`config.mk`:
```
export PLATFORM = sky130hd
export DESIGN_NAME = bsg_skid_buffer_en
export DESIGN_NICKNAME = d
export VERILOG_FILES = /design/src/rtl/bsg_skid_buffer_en.sv
export SDC_FILE = /design/constraint.sdc
export NUM_CORES = 1
export LEC_CHECK = 0
export ABC_AREA = 0
export CORE_MARGIN = 5
export CORE_UTILIZATION = 35
export CTS_BUF_LIST = sky130_fd_sc_hd__clkbuf_4 sky130_fd_sc_hd__clkbuf_8 sky130_fd_sc_hd__clkbuf_16
export CTS_CLUSTER_SIZE = 24
export DETAILED_ROUTE_END_ITERATION = 8
export PLACE_DENSITY = 0.6
export SETUP_SLACK_MARGIN = 0.15
export SYNTH_ARGS = -nofsm -noshare
export SYNTH_HDL_FRONTEND = slang
export SYNTH_SLANG_ARGS = --single-unit
```
`constraint.sdc`:
```
create_clock -name clk_i -period 2.09 [get_ports clk_i]
set_input_delay 0.5225 -clock clk_i [delete_from_list [all_inputs] [get_ports clk_i]]
set_output_delay 0.5225 -clock clk_i [all_outputs]
set_load 0.05 [all_outputs]
```
`src/rtl/bsg_skid_buffer_en.sv`:
```
// bsg_skid_buffer_en: two-entry ready/valid skid buffer feeding an enable register bank
module bsg_skid_buffer_en #(
  parameter int width_p = 16
) (
  input  logic               clk_i,
  input  logic               reset_n_i,
  input  logic               v_i,
  input  logic [width_p-1:0] data_i,
  output logic               ready_o,
  output logic               v_o,
  output logic [width_p-1:0] data_o,
  input  logic               yumi_i,
  output logic [1:0]         els_o
);
  typedef enum logic [1:0] {EMPTY, ONE, TWO} state_e;
  state_e             r_state;
  logic [width_p-1:0] r_main, r_skid;
  logic               w_in, w_out;
  // ready depends only on registered state, cutting the yumi -> ready path
  assign v_o     = r_state != EMPTY;
  assign ready_o = r_state != TWO;
  assign els_o   = r_state == TWO ? 2'd2 : r_state == ONE ? 2'd1 : 2'd0;
  assign data_o  = r_main;
  assign w_in    = v_i & ready_o;
  assign w_out   = yumi_i & v_o;
  always_ff @(posedge clk_i or negedge reset_n_i) begin
    if (!reset_n_i) begin
      r_state <= EMPTY;
      r_main  <= '0;
      r_skid  <= '0;
    end else begin
      case (r_state)
        EMPTY: if (w_in) begin
          r_main  <= data_i;
          r_state <= ONE;
        end
        ONE: if (w_in && !w_out) begin
          r_skid  <= data_i;
          r_state <= TWO;
        end else if (w_in) begin
          r_main  <= data_i;
        end else if (w_out) begin
          r_state <= EMPTY;
        end
        TWO: if (w_out) begin
          r_main  <= r_skid;
          r_state <= ONE;
        end
        default: r_state <= EMPTY;
      endcase
    end
  end
endmodule
```
==> results.txt, run 1 <==
Run status: complete, no violations
Slew Limit Fails: 0
Synthesized Nets: 118
FF-to-FF End: r_skid[4]$_DFFE_PN0N_
Die ar.: 6130 sq um
Max Cap Violations: 0
Vias in the first global route: 1067
Util after Layout: 50.1%
Yosys top cell by area: dfrtp_1
Port-buffer cells: 39
Hold EP: data_o[11]$_DFFE_PN0P_
Avg WL per Cell: 16.2 microns
P&R area growth vs syn: 36.3%
Worst EP required: 2.25 ns
Post-synthesis cell area: 1630 sq um
Crit-path slowest cell: clkdlybuf4s50_1
Fin. Hold Viols: 0
Arr. time, crit path: 1.97 ns
Number of library cell types mapped by synthesis: 19
Setup Skew: 0.00507 ns
Tmin final: 1.80 ns
Slowest cell delay on critical path: 0.63 ns
Hold Path Depth: 1
RSZ-0062 raised after global routing: no
Max H-tree Level: 2
Pin count of the biggest net entering global routing: 35
Worst flop-to-flop path startpoint: r_state[1]$_DFFE_PN0P_
Via Count: 954
Max Buffers Root-to-Sink: 2
Die Span X: 78.3 microns
Leak: 0.979 nW
Post-DRT Antenna Nets: 0
Synthesized area per cell: 16.7 sq um
Least-Margin Pin Slew: 0.509 ns
CTS Hold Bufs: 0
Clock Sinks: 34
Die Y: 78.3 microns
Pwr per Cell Area: 1350 nW/um^2
Commonest non-fill, non-tap cell in the layout: dfrtp_1
Top post-synthesis cells by area: dfrtp_1 (52%), mux2_2 (19%), mux2_4 (17%)
Worst-Skew Late Latency: 0.28 ns
Startpoint types: input port
Slew margin rel.: 66.2%
#FFs+latches synth: 34
RD Place Congestion: 0.657
CTS tree: done
Starting Density: 36.7%
Commonest cells after routing, fill and taps aside: dfrtp_1 (34), mux2_2 (27), clkdlybuf4s50_1 (19), mux2_4 (18), dlygate4sd2_1 (16)
Clock-pin slew on the worst setup and hold paths: 0.07 ns
Cell count after synthesis: 98
Initial antenna violation count: 0
Switching Share: 36.1%
Nets@finish: 167
Kind of critical path: input port to register
Core Box Area: 4440 sq um
Initial drt markers: 25
DP Cell Count: 192
Int Pwr: 0.00192 W
Total chip power: 0.00301 W
Non-Filler Instances: 200
DRC viols: 0
Proportion of power drawn by flip-flops and latches: 35.3%
Top Ports: 40
Initial DRT Pass Iterations: 4
Worst-path fanout max: 9
First-pass GRT wire length: 5080 microns
Period utilization: 86.2%
Final WL: 3230 microns
Comb pwr share: 40.7%
Vias/cell: 4.77
Final setup fails: 0
Root Driver: clkbuf_8
GRT overflow: 0
Fmax: 0.555 GHz
CP delay by family, top: buffers and inverters
Crit path buffers/inverters: 2
Hold path start: data_o[11]$_DFFE_PN0P_
Chain of cells forming the critical path: clkdlybuf4s50_1, nand3b_1, o21ai_4, buf_4, mux2_2
Worst reg2reg path depth: 4
Net Sw Power: 0.00108 W
Total CTS buffers: 5
Setup tns final: 0 ns
YS warnings: 0
Worst min path class: register to register
Critical Path End Type: register
Seq/Total Area, Yosys: 52.1%
Register-to-Register Setup Slack: 0.52 ns
Share of the synthesized area in the top cell type: 52.1%
Num rows: 24
Maximum vdd drop: 0.673 mV
Total global routing track utilization: 10.7%
Antenna cells: 0
Share of cells above drive strength 1: 48.0%
WHS: 0.502 ns
Clk network pwr share: 24.0%
[synthesized netlist by cell type, drive strengths merged]
cell / n
o21bai: 1
mux2i: 1
o21ai: 1
mux2: 48
buf: 3
nand2b: 2
nor3b: 1
a21boi: 1
dfrtp: 34
o22ai: 1
nand3b: 1
or2: 1
nor2b: 1
and2b: 1
inv: 1
[layer usage]
| layer | wire length, microns | up-vias | track usage (%) |
|---|---|---|---|
| met2 | 1760 | 18 | 20.2 |
| li1 | - | 453 | - |
| met4 | 36 | 0 | 4.02 |
| met5 | 0 | - | 0 |
| met3 | 127 | 2 | 3.66 |
| met1 | 1310 | 481 | 10.7 |
[per-stage QoR]
stage	worst slack, ns	area [sq um]
finish	0.288	2230
global route	0.205	2230
CTS	0.206	2220
detailed placement	-0.0192	2110
global placement	0.0308	2110
floorplan	0.422	1630
[how the worst max path moves through the flow]
stage	startpoint	endpoint	slack [ns]	cells past startpoint
final	yumi_i	data_o[2]$_DFFE_PN0P_	0.29	5
after global routing	r_state[0]$_DFFE_PN0P_	els_o[1]	0.20	3
after CTS	r_state[0]$_DFFE_PN0P_	els_o[1]	0.21	3
after detailed placement	yumi_i	data_o[3]$_DFFE_PN0P_	-0.02	5
after global placement	v_i	r_skid[4]$_DFFE_PN0N_	0.03	5
after floorplan	r_state[0]$_DFFE_PN0P_	data_o[13]$_DFFE_PN0P_	0.42	5
[final cells by class]
cell class / count / area (sq um)
well taps: 52 / 65.1
multi-input cells: 60 / 733
clock buffers: 5 / 68.8
inverters: 1 / 8.76
clock inverters: 3 / 68.8
flip-flops and latches: 34 / 851
repair buffers: 45 / 430
fillers: 388 / 2220
[power groups by stage]
stage / registers [W] / logic, W / clock network (W)
finish: 0.00106 / 0.00122 / 0.000722
global route: 0.00109 / 0.00127 / 0.000773
CTS: 0.00106 / 0.00124 / 0.000742
detailed placement: 0.00108 / 0.00132 / 0
global placement: 0.00106 / 0.00130 / 0
floorplan: 0.00145 / 0.000518 / 0
[cells by family (layout without fill, tap and decap cells)]
| kind of cell | Yosys count | after routing | share of synthesized area (%) |
|---|---|---|---|
| mux | 49 | 49 | 37.9 |
| buf+inv | 4 | 54 | 2.99 |
| compound gates | 4 | 4 | 2.30 |
| flops | 34 | 34 | 52.1 |
| simple gates | 7 | 7 | 4.75 |
[state kept, by name, summed over array words and instances, names as in the netlist]
| signal | flops |
|---|---|
| data_o | 16 |
| r_skid | 16 |
| r_state | 2 |
[what timing repair did]
item | in CTS | in global routing
setup endpoints to repair | 16 | 1
gates resized for setup | 16 | 1
setup buffers | 0 | 0
hold endpoints to repair | 0 | 0
No activity file was read; power rests on OpenSTA's default activity.
==> run 2: changes to the inputs <==
--- a/config.mk
+++ b/config.mk
@@ -6,9 +6,10 @@
 export NUM_CORES = 1
 export LEC_CHECK = 0
 export ABC_AREA = 0
+export CORE_ASPECT_RATIO = 1.4
 export CORE_MARGIN = 5
 export CORE_UTILIZATION = 35
-export CTS_BUF_LIST = sky130_fd_sc_hd__clkbuf_4 sky130_fd_sc_hd__clkbuf_8 sky130_fd_sc_hd__clkbuf_16
+export CTS_BUF_LIST = sky130_fd_sc_hd__clkbuf_16
 export CTS_CLUSTER_SIZE = 24
 export DETAILED_ROUTE_END_ITERATION = 8
 export PLACE_DENSITY = 0.6
==> results.txt, run 2 (synthesis results as in run 1) <==
Worst-Skew Late Latency: 0.27 ns
Chain of cells forming the critical path: nand2b_4, inv_4, buf_12
Max H-tree Level: 2
Total CTS buffers: 5
Die ar.: 6150 sq um
Post-DRT Antenna Nets: 0
Reg area: 851 sq um
Slew Limit Fails: 0
Fmax: 0.547 GHz
Port-buffer cells: 39
Worst Setup SP: r_state[0]$_DFFE_PN0P_
Leak: 0.979 nW
Die Span X: 67.7 microns
Nets@finish: 165
Design Area, Final: 2230 sq um
Commonest cells after routing, fill and taps aside: dfrtp_1 (34), mux2_2 (27), clkdlybuf4s50_1 (19), mux2_4 (18), dlygate4sd2_1 (15)
Util after Layout: 49.1%
Max Buffers Root-to-Sink: 2
Fillers: 414
DRC viols: 0
GRT overflow: 0
Setup tns final: 0 ns
Worst-path fanout max: 17
Initial drt markers: 21
Core Box Area: 4540 sq um
Pin count of the biggest net entering global routing: 35
Worst EP required: 1.57 ns
Maximum vdd drop: 0.605 mV
Critical Path End: els_o[1]
Worst min path class: register to register
Final WL: 3190 microns
Die Y: 90.8 microns
Fin. Hold Viols: 0
Initial DRT Pass Iterations: 2
Arr. time, crit path: 1.31 ns
Multi-input gate area: 733 sq um
Final worst slack: 0.261 ns
Vias in the first global route: 1131
RSZ-0062 raised after global routing: no
Via Count: 968
Non-Filler Instances: 206
Antenna cells: 0
Setup Skew: 0.00548 ns
Period utilization: 87.5%
Avg WL per Cell: 15.5 microns
Least-Margin Pin Slew: 0.502 ns
Slew margin rel.: 66.5%
Pwr per Cell Area: 1330 nW/um^2
Tmin final: 1.83 ns
Crit-path slowest cell: dfrtp_1
Clock Sinks: 34
Total global routing track utilization: 11.5%
Slowest cell delay on critical path: 0.43 ns
Run status: complete, no violations
Top Ports: 40
Final setup fails: 0
Initial antenna violation count: 0
P&R area growth vs syn: 36.5%
Share of cells above drive strength 1: 45.8%
Commonest non-fill, non-tap cell in the layout: dfrtp_1
Post-DP HPWL: 2270 microns
Critical Path End Type: primary output
RD Place Congestion: 0.669
Root Driver: clkbuf_16
CTS tree: done
Max Cap Violations: 0
Vias/cell: 4.70
Dpl ws: 0.00331 ns
Starting Density: 36.0%
Startpoint types: register
Worst flop-to-flop path startpoint: r_state[0]$_DFFE_PN0P_
Num rows: 29
FF-to-FF End: data_o[10]$_DFFE_PN0P_
Worst reg2reg path depth: 4
DP Cell Count: 200
First-pass GRT wire length: 5310 microns
Clock-pin slew on the worst setup and hold paths: 0.05 ns
Register-to-Register Setup Slack: 0.48 ns
Kind of critical path: register to primary output
DP Area: 2120 sq um
==> run 2: power by group <==
| part | leakage (nW) | total (W) | internal, W | switching (W) |
|---|---|---|---|---|
| clock | 0.0632 | 0.000661 | 0.000422 | 0.000239 |
| sequential | 0.402 | 0.00106 | 0.000919 | 0.000137 |
| combinational | 0.514 | 0.00125 | 0.000544 | 0.000703 |
==> run 2: critical path: cells and delay by family, from the launching register on <==
kind	cells	cell delay (ns)
buf+inv	2	0.42
flops	1	0.43
simple gates	1	0.18
==> run 2: metal layers <==
layer	GRT usage (%)	up-vias	share of wire, %
met1	12.6	490	40
li1	-	449	-
met2	20.1	22	55
met5	0	-	0
met3	3.24	7	4.0
met4	4.57	0	1.6
==> run 2: per-stage QoR <==
step                hold slack (ns)  power (W)
floorplan                     0.227    0.00197
global placement              0.490    0.00238
detailed placement            0.491    0.00241
CTS                           0.502    0.00301
global route                  0.519    0.00311
finish                        0.498    0.00296
==> run 2: worst min-delay path by stage <==
stage                      startpoint                      to  cells after the start
6_report        data_o[9]$_DFFE_PN0P_   data_o[9]$_DFFE_PN0P_                      1
5_1_grt         r_skid[7]$_DFFE_PN0N_   r_skid[7]$_DFFE_PN0N_                      1
4_1_cts         data_o[9]$_DFFE_PN0P_   data_o[9]$_DFFE_PN0P_                      1
3_5_place_dp   r_skid[11]$_DFFE_PN0N_  r_skid[11]$_DFFE_PN0N_                      1
3_3_place_gp   r_skid[13]$_DFFE_PN0N_  r_skid[13]$_DFFE_PN0N_                      1
2_1_floorplan               reset_n_i   data_o[0]$_DFFE_PN0P_                      0
==> run 2: cell type report <==
cell class                 instances  area share, %
inverter                           1          0.281
sequential                        34           38.2
clock buffer                       5           5.61
tap                               62           3.48
clock inverter                     1          0.168
multi-input combinational         60           32.9
timing repair buffer              43           19.4
==> run 2: timing repair <==
item                                    4_1_cts  5_1_grt
setup buffers                                 0        0
endpoints found under the setup margin       15        1
pin swaps                                     0        0
gates resized for setup                      15        1
hold buffers                                  0        0
